### config.mk
export PLATFORM = sky130hd
export DESIGN_NAME = game_sequencer
export DESIGN_NICKNAME = d
export VERILOG_FILES = /design/src/rtl/tetris_pkg.sv /design/src/rtl/piece_gen.sv /design/src/rtl/game_sequencer.sv
export SDC_FILE = /design/constraint.sdc
export NUM_CORES = 1
export LEC_CHECK = 0
export ABC_AREA = 1
export CORE_ASPECT_RATIO = 0.9
export CORE_MARGIN = 3
export CORE_UTILIZATION = 52
export CTS_CLUSTER_SIZE = 25
export DETAILED_ROUTE_END_ITERATION = 10
export PLACE_DENSITY = 0.81
export SLEW_MARGIN = 20
export SYNTH_ARGS = -nofsm -noshare
export SYNTH_HDL_FRONTEND = slang
export SYNTH_SLANG_ARGS = --single-unit
### constraint.sdc
create_clock -name clk -period 3.3 [get_ports clk]
set_clock_uncertainty 0.05 [all_clocks]
set_input_delay 0.99 -clock clk [delete_from_list [all_inputs] [get_ports clk]]
set_output_delay 0.99 -clock clk [all_outputs]
set_load 0.01 [all_outputs]
### src/rtl/tetris_pkg.sv
// tetris_pkg: shared piece/state types, board size and line-clear score table.
package tetris_pkg;
   typedef enum logic [2:0] {I = 3'd0, O, T, S, Z, J, L = 3'd6} piece_t;
   typedef enum logic [2:0] {IDLE, SPAWN, SPAWN_CHK, PLAY, MOVE_CHK, LOCK, CLEAR, GAMEOVER} seq_state_t;
   localparam int BOARD_W = 10;
   localparam int BOARD_H = 20;
   localparam logic [10:0] SCORE_1 = 11'd40;
   localparam logic [10:0] SCORE_2 = 11'd100;
   localparam logic [10:0] SCORE_3 = 11'd300;
   localparam logic [10:0] SCORE_4 = 11'd1200;
   function automatic logic [10:0] line_points(input logic [2:0] n);
      return n == 3'd1 ? SCORE_1 : n == 3'd2 ? SCORE_2 : n == 3'd3 ? SCORE_3 : n == 3'd4 ? SCORE_4 : 11'd0;
   endfunction
endpackage

### src/rtl/piece_gen.sv
// piece_gen: free-running mod-7 counter used as the next-piece source.
module piece_gen (
   input  logic       clk,
   input  logic       resetn,
   output logic [2:0] piece
);
   always_ff @(posedge clk)
      if (!resetn) piece <= 3'd0;
      else piece <= piece == 3'd6 ? 3'd0 : piece + 3'd1;
endmodule

### src/rtl/game_sequencer.sv
// game_sequencer: falling-piece game FSM driving collision-check, lock and line-clear handshakes.
module game_sequencer
   import tetris_pkg::*;
#(
   parameter int SCORE_W   = 20,
   parameter int SPAWN_COL = 3
) (
   input  logic                clk,
   input  logic                resetn,
   input  logic                tick,
   input  logic                start,
   input  logic                cw,
   input  logic                ccw,
   input  logic                left,
   input  logic                right,
   output logic                chk_req,
   input  logic                chk_ack,
   output logic [4:0]          chk_row,
   output logic signed [4:0]   chk_col,
   output logic [1:0]          chk_rot,
   output logic [2:0]          chk_type,
   input  logic                chk_hit,
   output logic                lock_req,
   input  logic                lock_done,
   output logic                clr_req,
   input  logic                clr_done,
   input  logic [2:0]          clr_lines,
   output logic [4:0]          cur_row,
   output logic signed [4:0]   cur_col,
   output logic [1:0]          cur_rot,
   output logic [2:0]          cur_type,
   output logic [SCORE_W-1:0]  score,
   output logic                game_over,
   output logic                playing
);
   seq_state_t state, state_n;
   logic [2:0] gen;
   logic tick_prop, cmd, chk_done;
   logic [4:0] p_row;
   logic signed [4:0] p_col;
   logic [1:0] p_rot;
   logic [SCORE_W:0] sum;

   piece_gen u_gen (.clk(clk), .resetn(resetn), .piece(gen));

   assign cmd       = tick | cw | ccw | left | right;
   assign chk_done  = chk_req & chk_ack;
   assign lock_req  = state == LOCK;
   assign clr_req   = state == CLEAR;
   assign game_over = state == GAMEOVER;
   assign playing   = state != IDLE && state != GAMEOVER;
   assign sum       = {1'b0, score} + (SCORE_W + 1)'(line_points(clr_lines));

   always_comb begin
      p_row = tick ? cur_row + 5'd1 : cur_row;
      p_rot = tick ? cur_rot : cw ? cur_rot + 2'd1 : ccw ? cur_rot - 2'd1 : cur_rot;
      p_col = (tick | cw | ccw) ? cur_col : left ? cur_col - 5'sd1 : right ? cur_col + 5'sd1 : cur_col;
   end

   always_comb begin
      state_n = state;
      case (state)
         IDLE, GAMEOVER: state_n = start ? SPAWN : state;
         SPAWN:          state_n = SPAWN_CHK;
         SPAWN_CHK:      state_n = chk_done ? (chk_hit ? GAMEOVER : PLAY) : state;
         PLAY:           state_n = cmd ? MOVE_CHK : state;
         MOVE_CHK:       state_n = chk_done ? (chk_hit && tick_prop ? LOCK : PLAY) : state;
         LOCK:           state_n = lock_done ? CLEAR : state;
         CLEAR:          state_n = clr_done ? SPAWN : state;
         default:        state_n = IDLE;
      endcase
   end

   always_ff @(posedge clk) begin
      if (!resetn) begin
         state     <= IDLE;
         score     <= '0;
         cur_row   <= '0;
         cur_col   <= '0;
         cur_rot   <= '0;
         cur_type  <= '0;
         chk_req   <= 1'b0;
         chk_row   <= '0;
         chk_col   <= '0;
         chk_rot   <= '0;
         chk_type  <= '0;
         tick_prop <= 1'b0;
      end else begin
         state <= state_n;
         if ((state == IDLE || state == GAMEOVER) && start) score <= '0;
         if (state == SPAWN) begin
            cur_type  <= gen;
            cur_row   <= '0;
            cur_col   <= 5'(SPAWN_COL);
            cur_rot   <= '0;
            chk_type  <= gen;
            chk_row   <= '0;
            chk_col   <= 5'(SPAWN_COL);
            chk_rot   <= '0;
            tick_prop <= 1'b0;
         end
         if (state == PLAY && cmd) begin
            chk_row   <= p_row;
            chk_col   <= p_col;
            chk_rot   <= p_rot;
            chk_type  <= cur_type;
            tick_prop <= tick;
         end
         // request rises one cycle into the check and drops the cycle after the ack
         if (state == SPAWN_CHK || state == MOVE_CHK) begin
            if (!chk_req) chk_req <= 1'b1;
            else if (chk_ack) begin
               chk_req <= 1'b0;
               if (state == MOVE_CHK && !chk_hit) begin
                  cur_row <= chk_row;
                  cur_col <= chk_col;
                  cur_rot <= chk_rot;
               end
            end
         end
         if (state == CLEAR && clr_done) score <= sum[SCORE_W] ? '1 : sum[SCORE_W-1:0];
      end
   end
endmodule

==> results of run 1 <==
==> flip-flops by register name (all words and copies together), names as in the netlist <==
signal / cells
score: 19
cur_col: 5
state: 3
chk_row: 5
tick_prop: 1
chk_type: 3
chk_req: 1
cur_type: 3
chk_col: 5
u_gen.piece: 3
cur_rot: 2
cur_row: 5
chk_rot: 2
==> logic make-up after synthesis <==
logic type / count (synthesis) / synth area share (%)
AO/OA/AOI/OAI: 87 / 14.2
adder cells (fa/ha/maj): 14 / 5.33
XOR/XNOR: 5 / 1.28
flip-flops: 57 / 33.3
AND/OR/NAND/NOR: 286 / 35.9
buffers and inverters: 83 / 9.93
==> where the power goes <==
group | switching, mW | internal, mW
clock network | 0.293 | 0.370
registers | 0.0656 | 0.749
logic | 0.364 | 0.248
total | 0.722 | 1.37
==> worst max-delay path, delay by kind of cell <==
kind	cells	cell delay (ps)
simple gates	9	800
buf+inv	4	730
fa+ha+maj	2	630
compound gates	1	60
==> metal layers <==
metal / vias up / part of all wire [%] / GRT usage, %
met5: - / 0 / 0
met4: 0 / 1.6 / 8.49
met3: 17 / 7.0 / 6.34
met2: 139 / 49 / 42.4
met1: 1724 / 43 / 31.5
li1: 1878 / - / -
==> cell usage in the layout, fill, tap and decap left out, types with 5 or more instances in the layout <==
cell,instances
a21oi_1,45
a31oi_1,6
buf_4,12
clkbuf_8,10
clkdlybuf4s50_1,68
dfxtp_1,57
ha_1,13
inv_1,56
inv_2,12
nand2_1,148
nand2_2,5
nand3_1,38
nand3b_1,5
nor2_1,63
nor2_2,6
nor3_1,9
o21ai_0,16
o21ai_1,5
==> Yosys cell counts, types with 4 or more instances <==
| cell type | number |
|---|---|
| a21oi_1 | 45 |
| a31oi_1 | 6 |
| buf_2 | 4 |
| clkbuf_1 | 5 |
| dfxtp_1 | 57 |
| ha_1 | 13 |
| inv_1 | 56 |
| inv_2 | 12 |
| nand2_1 | 148 |
| nand2_2 | 5 |
| nand3_1 | 38 |
| nand3b_1 | 5 |
| nor2_1 | 64 |
| nor2_2 | 5 |
| nor3_1 | 10 |
| o21ai_0 | 16 |
| o21ai_1 | 5 |
==> cell type report <==
class,instances,area (sq um),share of cell area [%]
repair buffers,81,783,17.6
multi-input cells,392,1950,43.8
flip-flops and latches,57,1140,25.6
clock buffers,10,138,3.09
well taps,87,109,2.44
inverters,70,268,6.00
clock inverters,6,67.6,1.51
==> worst paths after layout <==
| kind | cells past startpoint | from | slack (ps) | end |
|---|---|---|---|---|
| setup / recovery | 16 | clr_lines[1] | 240 | score[14] |
| hold / removal | 1 | u_gen.piece[0] | 430 | u_gen.piece[0] |
| setup reg to reg | 13 | score[2] | 1250 | score[14] |
| hold reg to reg | 1 | u_gen.piece[0] | 430 | u_gen.piece[0] |
==> impl_metrics.env, run 1 <==
export IMPL_critical_path_max_fanout=4
export IMPL_dp_hpwl_microns=6950
export IMPL_finish_utilization_pct=71.4
export IMPL_num_rows=27
export IMPL_io_pins=70
export IMPL_post_cts_resized=0
export IMPL_critPathRequiredTime_ps=3460
export IMPL_worstPathCellList="clkdlybuf4s50_1 -> inv_1 -> nor2_2 -> ha_1 -> inv_1 -> fa_1 -> inv_1 -> nand2_1 -> nand2_1 -> nand3b_1 -> nand2_1 -> nand2_1 -> nand2_1 -> nand2_1 -> nand3_1 -> a21oi_1"
export IMPL_cts_sinks=57
export IMPL_async_reset_ff_share_pct=0
export IMPL_placed_cells=687
export IMPL_synth_top_cell_area_share_pct=33.3
export IMPL_gp_congestion=0.916
export IMPL_cts_tree="built"
export IMPL_avgSynthCellArea_sq_um=6.44
export IMPL_wl_microns=9450
export IMPL_die_x_microns=91.6
export IMPL_worst_pin_slew_ps=531
export IMPL_wl_per_cell_microns=13.4
export IMPL_grt_pass1_wl_microns=16100
export IMPL_status="finished, final reports clean"
export IMPL_synth_flop_cell="dfxtp_1"
export IMPL_drtPass1Iterations=5
export IMPL_ys_types=41
export IMPL_slew_headroom_pct=64.5
export IMPL_min_period_over_period_pct=92.9
export IMPL_postCtsHoldBufs=0
export IMPL_finalNetCount=640
export IMPL_path_common_cell="nand2_1"
export IMPL_start_util_pct=54.9
export IMPL_fin_area_sq_um=4460
export IMPL_h_tree_depth=3
export IMPL_cp_end_kind="flop"
export IMPL_clock_latency_ps=340
export IMPL_critPathSlowestCell="clkdlybuf4s50_1"
export IMPL_synth_top_cell_by_area="dfxtp_1"
export IMPL_synth_fp_nets=561
export IMPL_ys_warn_count=0
export IMPL_placed_cell_area_sq_um=4250
export IMPL_grt_max_degree=31
export IMPL_drive_above_1_share_pct=9.90
export IMPL_antenna_left=0
export IMPL_vdd_drop_max_mv=0.410
export IMPL_layout_min_cycle_time_ps=3060
export IMPL_cts_buffers=9
export IMPL_max_freq_mhz=326
export IMPL_whs_ps=428
export IMPL_post_cts_setup_buffers=0
export IMPL_antenna_cells=0
export IMPL_p_total_mw=2.09
export IMPL_yosys_top_cells_area="dfxtp_1 (33%), nand2_1 (16%), nor2_1 (7.0%)"
export IMPL_die_height_microns=83.0
export IMPL_setup_slack_ps=235
export IMPL_portBuffers=69
export IMPL_finalHoldViolCount=0
export IMPL_grt_setup_unrepaired="no"
export IMPL_ys_seq_elements=57
export IMPL_finalSetupTns_ps=0
export IMPL_slew_viol_final=0
export IMPL_crit_type="input pin to flop"
export IMPL_syn_inst=532
export IMPL_antenna_found_initial=0
export IMPL_critical_path_max_stage_delay_ps=470
export IMPL_syn_to_final_growth_pct=30.1
export IMPL_place_ws_ps=-90.8
export IMPL_die_area_sq_um=7600
export IMPL_cap_violations=0
export IMPL_gr_total_overflow=0
export IMPL_syn_area_sq_um=3430
export IMPL_grt_pass1_vias=3618
export IMPL_dr_first_iter_drc_count=235
export IMPL_setup_viol=0
export IMPL_nFillCells=526
export IMPL_vias=3758
export IMPL_cts_path_max_buffers=2
export IMPL_min_path_type="flop to flop"
export IMPL_start_kind="input pin"
export IMPL_vias_per_cell=5.35
export IMPL_grtUsageTotal_pct=25.3
export IMPL_seq_area_frac_synth_pct=33.3
export IMPL_cts_root_buffer="clkbuf_8"
export IMPL_core_area_sq_um=6250
export IMPL_path_clk_slew_ps=70
export IMPL_synth_edff_count=0
export IMPL_power_density_nw_per_um2=468
export IMPL_fin_cells=703
export IMPL_worstPathArrival_ps=3230
export IMPL_total_leakage_power_nw=1.91
export IMPL_route_detailed_drc=0
Note: power is estimated with default switching activity, not from simulation.
==> run 2, diff against run 1 <==
--- a/config.mk
+++ b/config.mk
@@ -9,6 +9,7 @@
 export CORE_ASPECT_RATIO = 0.9
 export CORE_MARGIN = 3
 export CORE_UTILIZATION = 52
+export CTS_BUF_LIST = sky130_fd_sc_hd__clkbuf_16
 export CTS_CLUSTER_SIZE = 25
 export DETAILED_ROUTE_END_ITERATION = 10
 export PLACE_DENSITY = 0.81
==> run 2 against run 1 <==
Die area did not move; global-route usage rose by 0.51 points; first-iteration DRC count rose by 10%; sequential share of layout area fell by 0.53 points; count of clock-buffer cells in the layout fell by 1; largest power group is now clock.
==> impl_metrics.env, run 2 (synthesized netlist as in run 1, its figures left out) <==
export IMPL_status="finished, final reports clean"
export IMPL_rr_startpoint="score[2]"
export IMPL_place_ws_ps=-90.8
export IMPL_syn_to_final_growth_pct=32.8
export IMPL_nFillCells=503
export IMPL_antenna_left=0
export IMPL_drive_above_1_share_pct=9.90
export IMPL_vias=3798
export IMPL_hold_depth=1
export IMPL_num_rows=27
export IMPL_grt_pass1_vias=3630
export IMPL_busiest_layer="met2"
export IMPL_gr_total_overflow=0
export IMPL_cts_buffers=9
export IMPL_grt_setup_unrepaired="yes"
export IMPL_die_height_microns=83.0
export IMPL_layout_min_cycle_time_ps=3100
export IMPL_dp_hpwl_microns=6950
export IMPL_crit_type="input pin to flop"
export IMPL_cap_violations=0
export IMPL_critPathTopFamily="simple AND/OR/NAND/NOR gates"
export IMPL_start_util_pct=54.9
export IMPL_wl_microns=9600
export IMPL_gr_usage_met2_pct=43.3
export IMPL_gp_congestion=0.916
export IMPL_crit_buf_inv=4
export IMPL_clock_latency_ps=320
export IMPL_setup_viol=0
export IMPL_final_cell_mix="nand2_1 (148), clkdlybuf4s50_1 (68), nor2_1 (63), dfxtp_1 (57), inv_1 (56)"
export IMPL_cts_tree="built"
export IMPL_grt_pass1_wl_microns=16300
export IMPL_fin_cells=703
export IMPL_cts_path_max_buffers=2
export IMPL_die_x_microns=91.6
export IMPL_fin_area_sq_um=4550
export IMPL_min_path_type="flop to flop"
export IMPL_finalNetCount=640
export IMPL_grtUsageTotal_pct=25.8
export IMPL_use_met1_pct=31.7
export IMPL_placed_cells=687
export IMPL_largest_reg_flops=19
export IMPL_dr_first_iter_drc_count=259
export IMPL_h_tree_depth=3
export IMPL_portBuffers=69
export IMPL_reg2reg_slack_ps=1240
export IMPL_core_area_sq_um=6250
export IMPL_critical_path_max_fanout=4
export IMPL_r2r_end="score[14]"
export IMPL_vdd_drop_max_mv=0.448
export IMPL_antenna_found_initial=0
export IMPL_worstPathCellList="clkdlybuf4s50_1 -> inv_1 -> nor2_2 -> ha_2 -> inv_1 -> fa_1 -> inv_1 -> nand2_1 -> nand2_1 -> nand3b_1 -> nand2_1 -> nand2_1 -> nand2_1 -> nand2_1 -> nand3_1 -> a21oi_1"
export IMPL_top_register="score"
export IMPL_min_delay_start="u_gen.piece[0]"
export IMPL_drtPass1Iterations=5
export IMPL_critical_path_max_stage_delay_ps=470
export IMPL_vias_per_cell=5.40
export IMPL_finalSetupTns_ps=0
export IMPL_worstPathArrival_ps=3250
export IMPL_whs_ps=417
export IMPL_path_common_cell="nand2_1"
export IMPL_setup_slack_ps=198
export IMPL_met3_usage_pct=6.70
export IMPL_cp_end_kind="flop"
export IMPL_antenna_cells=0
export IMPL_io_pins=70
export IMPL_postCtsHoldBufs=0
export IMPL_power_density_nw_per_um2=514
export IMPL_route_detailed_drc=0
export IMPL_reg2regPathDepth=13
export IMPL_path_clk_slew_ps=50
export IMPL_worst_pin_slew_ps=491
export IMPL_slew_viol_final=0
export IMPL_slew_headroom_pct=67.2
export IMPL_placed_cell_area_sq_um=4250
export IMPL_cts_sinks=57
export IMPL_finalHoldViolCount=0
export IMPL_total_leakage_power_nw=1.95
export IMPL_grt_max_degree=31
export IMPL_cts_root_buffer="clkbuf_16"
export IMPL_critPathRequiredTime_ps=3450
export IMPL_start_kind="input pin"
export IMPL_wl_per_cell_microns=13.7
export IMPL_max_freq_mhz=322
export IMPL_critPathSlowestCell="clkdlybuf4s50_1"
export IMPL_min_period_over_period_pct=94.0
export IMPL_layout_commonest_cell="nand2_1"
export IMPL_die_area_sq_um=7600
export IMPL_whs_endpoint="u_gen.piece[0]"
## run 2: cell types whose count changed in the layout (fill, tap and decap cells not counted), sizes merged
cell,change
clkbuf,-1
clkinv,+1
## run 2: layout make-up
class | count | area (sq um) | share of cell area (%)
Inverter | 70 | 268 | 5.88
Clock inverter | 7 | 71.3 | 1.57
Multi-Input combinational cell | 392 | 1960 | 43.0
Clock buffer | 9 | 225 | 4.95
Sequential cell | 57 | 1140 | 25.1
Tap cell | 87 | 109 | 2.39
Timing Repair Buffer | 81 | 783 | 17.2
## run 2: how the worst max path moves through the flow
| stage | start | endpoint | slack (ps) | cells past startpoint |
|---|---|---|---|---|
| finish | clr_lines[1] | score[14] | 200 | 16 |
| global route | clr_lines[1] | score[14] | -10 | 15 |
| CTS | clr_lines[1] | score[14] | 150 | 16 |
| detailed placement | clr_lines[1] | score[14] | -90 | 16 |
| global placement | clr_lines[1] | score[18] | 20 | 17 |
| floorplan | clr_lines[1] | score[0] | 600 | 14 |
## run 2: metrics by stage
step	total power, mW	utilization, %
2_1_floorplan	1.21	-
3_3_place_gp	1.41	67.9
3_5_place_dp	1.43	67.9
4_1_cts	2.34	72.7
5_1_grt	2.46	72.9
6_report	2.34	72.9
## run 2: metal layers
layer | vias up | wire length [microns]
li1 | 1880 | -
met1 | 1751 | 4040
met2 | 152 | 4750
met3 | 15 | 687
met4 | 0 | 127
met5 | - | 0
## run 2: power by group
part	internal (mW)	leakage, nW	switching [mW]
sequential	0.750	0.462	0.0668
combinational	0.248	1.35	0.366
clock	0.581	0.139	0.326
total	1.58	1.95	0.760
## run 2: what timing repair did
item | CTS | global route
endpoints found under the setup margin | 0 | 10
buffers inserted | 0 | 0
gates resized for setup | 0 | 4
